## config.mk

```make
export PLATFORM = sky130hd
export DESIGN_NAME = rf_wb_arbiter
export DESIGN_NICKNAME = d
export VERILOG_FILES = /design/src/rtl/rf_wb_arbiter.sv
export SDC_FILE = /design/constraint.sdc
export NUM_CORES = 1
export LEC_CHECK = 0
export ABC_AREA = 1
export CAP_MARGIN = 20
export CORE_ASPECT_RATIO = 1.1
export CORE_UTILIZATION = 40
export CTS_BUF_LIST = sky130_fd_sc_hd__clkbuf_16
export DETAILED_ROUTE_END_ITERATION = 10
export PLACE_DENSITY_LB_ADDON = 0.1
export SLEW_MARGIN = 20
export SYNTH_ARGS = -nofsm -noshare
export SYNTH_HDL_FRONTEND = slang
export SYNTH_SLANG_ARGS = --single-unit
```

## constraint.sdc

```tcl
create_clock -name clk -period 1.8 [get_ports clk]
set_input_delay 0.18 -clock clk [delete_from_list [all_inputs] [get_ports clk]]
set_output_delay 0.18 -clock clk [all_outputs]
set_load 0.02 [all_outputs]
```

## src/rtl/rf_wb_arbiter.sv

```systemverilog
// rf_wb_arbiter: owner of the single register-file write port.
// The in-order WB stage and a multi-cycle mul/div unit compete for the port.
// Mul/div results wait in a one-entry buffer. A pending-destination scoreboard
// lets decode stall on registers still owed by mul/div. A starvation counter
// forces a one-cycle WB hold so that a full buffer is eventually drained.
module rf_wb_arbiter #(
  parameter int XLEN       = 32,
  parameter int STARVE_MAX = 4
) (
  input  logic            clk,
  input  logic            rst,
  input  logic            wb_valid,
  input  logic [4:0]      wb_rd,
  input  logic [XLEN-1:0] wb_data,
  input  logic            md_issue,
  input  logic [4:0]      md_issue_rd,
  input  logic            md_valid,
  input  logic [4:0]      md_rd,
  input  logic [XLEN-1:0] md_data,
  output logic            md_ready,
  input  logic [4:0]      dec_rs1,
  input  logic [4:0]      dec_rs2,
  input  logic [4:0]      dec_rd,
  output logic            hazard_stall,
  output logic            wb_stall,
  output logic            rf_write_reg,
  output logic [4:0]      rf_target_reg,
  output logic [XLEN-1:0] rf_write_rd_data,
  output logic [31:0]     pending
);

  typedef enum logic [0:0] {
    NORM  = 1'b0,
    FORCE = 1'b1
  } arb_state_t;

  // The counter only has to reach STARVE_MAX-1; keep it at least one bit wide.
  localparam int CW = (STARVE_MAX > 1) ? $clog2(STARVE_MAX) : 1;
  localparam logic [CW-1:0] CNT_LAST = CW'(STARVE_MAX - 1);

  arb_state_t      state;
  arb_state_t      state_next;
  logic [CW-1:0]   starve_cnt;
  logic [CW-1:0]   starve_cnt_next;

  logic            buf_full;
  logic [4:0]      buf_rd;
  logic [XLEN-1:0] buf_data;

  logic [31:0]     pend_q;
  logic [31:0]     pend_next;

  logic            wb_grant;
  logic            buf_grant;
  logic            md_accept;

  // The buffer only accepts when it is empty, so a result can never be
  // accepted and written in the same cycle.
  assign md_ready  = !buf_full && !rst;
  assign md_accept = md_valid && md_ready;
  assign pending   = pend_q;

  // Grant selection: WB normally wins, FORCE hands the port to the buffer.
  always_comb begin
    wb_grant  = 1'b0;
    buf_grant = 1'b0;
    wb_stall  = 1'b0;
    if (!rst) begin
      if (state == FORCE) begin
        buf_grant = buf_full;
        wb_stall  = 1'b1;
      end else if (wb_valid) begin
        wb_grant = 1'b1;
      end else begin
        buf_grant = buf_full;
      end
    end
  end

  // Next-state logic: count WB wins against a full buffer, then force once.
  always_comb begin
    state_next      = state;
    starve_cnt_next = starve_cnt;
    case (state)
      NORM: begin
        if (buf_grant) begin
          starve_cnt_next = '0;
        end else if (wb_grant && buf_full) begin
          if (starve_cnt == CNT_LAST) begin
            state_next = FORCE;
          end else begin
            starve_cnt_next = starve_cnt + 1'b1;
          end
        end
      end
      FORCE: begin
        state_next      = NORM;
        starve_cnt_next = '0;
      end
      default: begin
        state_next      = NORM;
        starve_cnt_next = '0;
      end
    endcase
  end

  // Arbitration state register.
  always_ff @(posedge clk) begin
    if (rst) begin
      state      <= NORM;
      starve_cnt <= '0;
    end else begin
      state      <= state_next;
      starve_cnt <= starve_cnt_next;
    end
  end

  // Result buffer: drained on grant, filled on accept; x0 results are dropped.
  always_ff @(posedge clk) begin
    if (rst) begin
      buf_full <= 1'b0;
      buf_rd   <= '0;
      buf_data <= '0;
    end else if (buf_grant) begin
      buf_full <= 1'b0;
    end else if (md_accept && (md_rd != 5'd0)) begin
      buf_full <= 1'b1;
      buf_rd   <= md_rd;
      buf_data <= md_data;
    end
  end

  // Scoreboard update: clear on buffer write, then set on issue so set wins.
  always_comb begin
    pend_next = pend_q;
    if (buf_grant) begin
      pend_next[buf_rd] = 1'b0;
    end
    if (md_issue && (md_issue_rd != 5'd0)) begin
      pend_next[md_issue_rd] = 1'b1;
    end
    pend_next[0] = 1'b0;
  end

  // Scoreboard register.
  always_ff @(posedge clk) begin
    if (rst) begin
      pend_q <= '0;
    end else begin
      pend_q <= pend_next;
    end
  end

  // A source is blocked if it is still owed, unless the buffer is writing it
  // right now (the register file bypasses that write to decode).
  function automatic logic src_blocked(input logic [4:0] a);
    return (a != 5'd0) && pend_q[a] && !(buf_grant && (buf_rd == a));
  endfunction

  // Decode hazard detection over both sources and the destination.
  always_comb begin
    hazard_stall = 1'b0;
    if (!rst) begin
      hazard_stall = src_blocked(dec_rs1) || src_blocked(dec_rs2) || src_blocked(dec_rd);
    end
  end

  // Write-port mux; address and data are zeroed when nobody holds the port.
  always_comb begin
    rf_write_reg     = 1'b0;
    rf_target_reg    = '0;
    rf_write_rd_data = '0;
    if (wb_grant) begin
      rf_write_reg     = (wb_rd != 5'd0);
      rf_target_reg    = wb_rd;
      rf_write_rd_data = wb_data;
    end else if (buf_grant) begin
      rf_write_reg     = (buf_rd != 5'd0);
      rf_target_reg    = buf_rd;
      rf_write_rd_data = buf_data;
    end
  end

endmodule
```

==> metrics.yaml <==
layout_min_cycle_time_ns: 1.964
die_y_um: 114.1
area_delta_synth_final_pct: 65.02
criticalPathCategory: "primary input to primary output"
grt_pass1_vias: 5455
cp_slowest_cell: "clkdlybuf4s50_1"
holdPathEnd: "buf_rd[3]"
critPathTopFamily: "buffers and inverters"
cts_made_buffers: 9
power.share.combinational: 0.263
worst_setup_path_start_kind: "primary input"
p_sw_mw: 1.379
synthesis.area_sq_um: 4572
timing.final.crit_share: 1.091
slew_viol_final: 0
grt-ovfl-total: 0
failed_checks: "setup timing"
reg2regPathDepth: 12
htreeDepth: 3
via_count: 5818
drc: 0
ys_types: 37
power.share.clock: 0.361
io_buffers: 170
finalHoldViolCount: 0
syn_avg_cell_area_sq_um: 6.403
peakVddDrop_mv: 0.4435
routed_via_density: 5.223
cp_cell_sequence: "clkdlybuf4s50_1, buf_4, nand2_1, a21oi_1, nand4_1, nand3_1, nand2_1, nor2_2, nor2_1, buf_4"
ant_nets: 0
final_common_cell: "nand2_1"
cpPeakStageDelay_ns: 0.53
power.leakage_nw: 3.364
synth_edf_count: 0
wl_per_cell_um: 16.39
tritoncts: "yes"
min_from: "md_rd[3]"
async_flop_share: 0
r2r_slack_ns: 0.18
crit_start: "dec_rs1[2]"
powerDensity_nw_per_um2: 606.8
die_x_um: 103.9
fmax_mhz: 509.1
synth_largest_area_cell: "dfxtp_1"
antenna_found_initial: 0
highest_layer: "met4"
wl_met3_um: 1309
fin_ws_ns: -0.1642
io_pins: 172
outcome: "complete, but fails checks"
rsz0062_at_grt: "true"
cp_max_fo: 3
num_antenna_cells: 0
cp_num_buf_inv: 3
clock_path_buffers: 2
drt-met1-wl_um: 7111
met2WireLength_um: 9019
setup_viol: 20
grt.total_usage: 0.2934
grt_pass1_wl_um: 27360
final_core_util: 0.6852
drt_iter0_drc: 294
internal_power_mw: 3.200
drt_first_pass_iters: 5
pwr-share-seq: 0.376
clkLatencyLatePin_ns: 0.34
grt_max_degree: 41
dieArea_sq_um: 11860
core-area_sq_um: 11010
hold_slack_ns: 0.4170
synth_fp_nets: 814
cts_sinks: 72
synth_top_area_frac: 0.3153
maxCapViolCount: 0
r2r-start: "state"
nNetsFinal: 1062
post-dp-hpwl_um: 13400
synth_seq_cells: 72
netlist_instances: 714
start_util: 0.4152
place_congestion: 0.9346
wirelength_um: 18260
synth.area.top_cells: "dfxtp_1, nand2_1, nor2_1"
yosysSeqAreaShare: 0.3153
synth_flop_cell: "dfxtp_1"
clkSlewWorstSetupHoldPaths_ns: 0.06
cts_root_buffer: "clkbuf_16"
rows: 40
swShare: 0.3011
final.setup.tns_ns: -0.5705
clock_skew_ns: 0.007946
cp.arrival_ns: 1.78
layout_common_cells: "nand2_1, clkdlybuf4s50_1, buf_4, nor2_1, dfxtp_1"
critPathRequiredTime_ns: 1.62
reg2reg_to: "starve_cnt[0]"
drive_above_1_share: 0.2172
min_path_cells: 3
place_inst: 1084
layout.cells.non_filler: 1114
yosys_warnings: 0
hold_class: "primary input to flip-flop"
crit_path_end_kind: "primary output"
==> cells by family (layout without fill, tap and decap cells) <==
kind of cell,Yosys count,count (layout),synth area share
and+or+nand+nor,355,355,0.3325
other,1,1,0.0008202
adders and majority gates,1,1,0.002736
DFF,72,72,0.3153
xor gates and xnor gates,11,11,0.02107
buffers and inverters,117,370,0.1174
AOI/OAI and AO/OA,157,157,0.2102
==> what timing repair did <==
action | CTS | global route
setup endpoints to repair | 41 | 36
cloned | 2 | 3
gates resized for setup | 197 | 84
setup buffers | 4 | 5
hold buffers | 0 | 0
pin swaps | 7 | 25
==> power by group through the flow <==
stage | combinational (mW) | sequential, mW | clock, mW
global route | 1.30 | 1.73 | 1.73
finish | 1.21 | 1.72 | 1.65
detailed placement | 1.12 | 1.75 | 0
CTS | 1.12 | 1.72 | 1.66
floorplan | 0.565 | 1.74 | 0
global placement | 1.10 | 1.75 | 0
==> through the flow <==
stage / setup WS, ns / area (sq um) / power, mW
floorplan: 0.2664 / 4572 / 2.306
global placement: -0.7139 / 6979 / 2.853
global route: -0.2659 / 7545 / 4.764
finish: -0.1642 / 7545 / 4.579
CTS: -0.1392 / 7209 / 4.496
detailed placement: -0.7192 / 6979 / 2.874
==> worst min-delay path, delay by kind of cell <==
kind / cells / cell delay (ns)
compound gates: 1 / 0.06
buf+inv: 2 / 0.47
==> sequential cells by signal (all words and copies together), names as in the netlist <==
name and flops:
buf_data 32, pending 31, buf_rd 5, state 1, buf_full 1, starve_cnt 2
==> routing by layer <==
layer / track usage / up-vias
li1: - / 2864
met1: 0.3282 / 2638
met2: 0.5218 / 260
met3: 0.06488 / 56
met4: 0.1590 / 0
met5: 0 / -
==> worst max path at each step <==
stage,endpoint,slack [ns],depth (start not counted)
final,hazard_stall,-0.16,10
after global routing,hazard_stall,-0.27,11
after CTS,hazard_stall,-0.14,13
after detailed placement,hazard_stall,-0.72,12
after global placement,hazard_stall,-0.71,14
after floorplan,hazard_stall,0.27,12
==> cell type report <==
cell class | count | area (sq um)
multi-input cells | 525 | 2651
clock buffers | 9 | 225.2
well taps | 147 | 183.9
flip-flops and latches | 72 | 1451
inverters | 76 | 307.8
clock inverters | 7 | 46.29
fillers | 978 | 3466
repair buffers | 278 | 2679
==> synth_stat cells, drive strengths merged, types with 2 or more instances <==
cell,instances
nand2,171
xnor2,7
nand4,8
o22ai,4
a21oi,42
o211ai,4
dfxtp,72
o31ai,12
nor3,13
nand3,68
nor2,92
nor4,2
xor2,4
clkbuf,9
inv,75
a22o,32
o21ai,60
buf,32
Note: power is estimated with default switching activity, not from simulation.
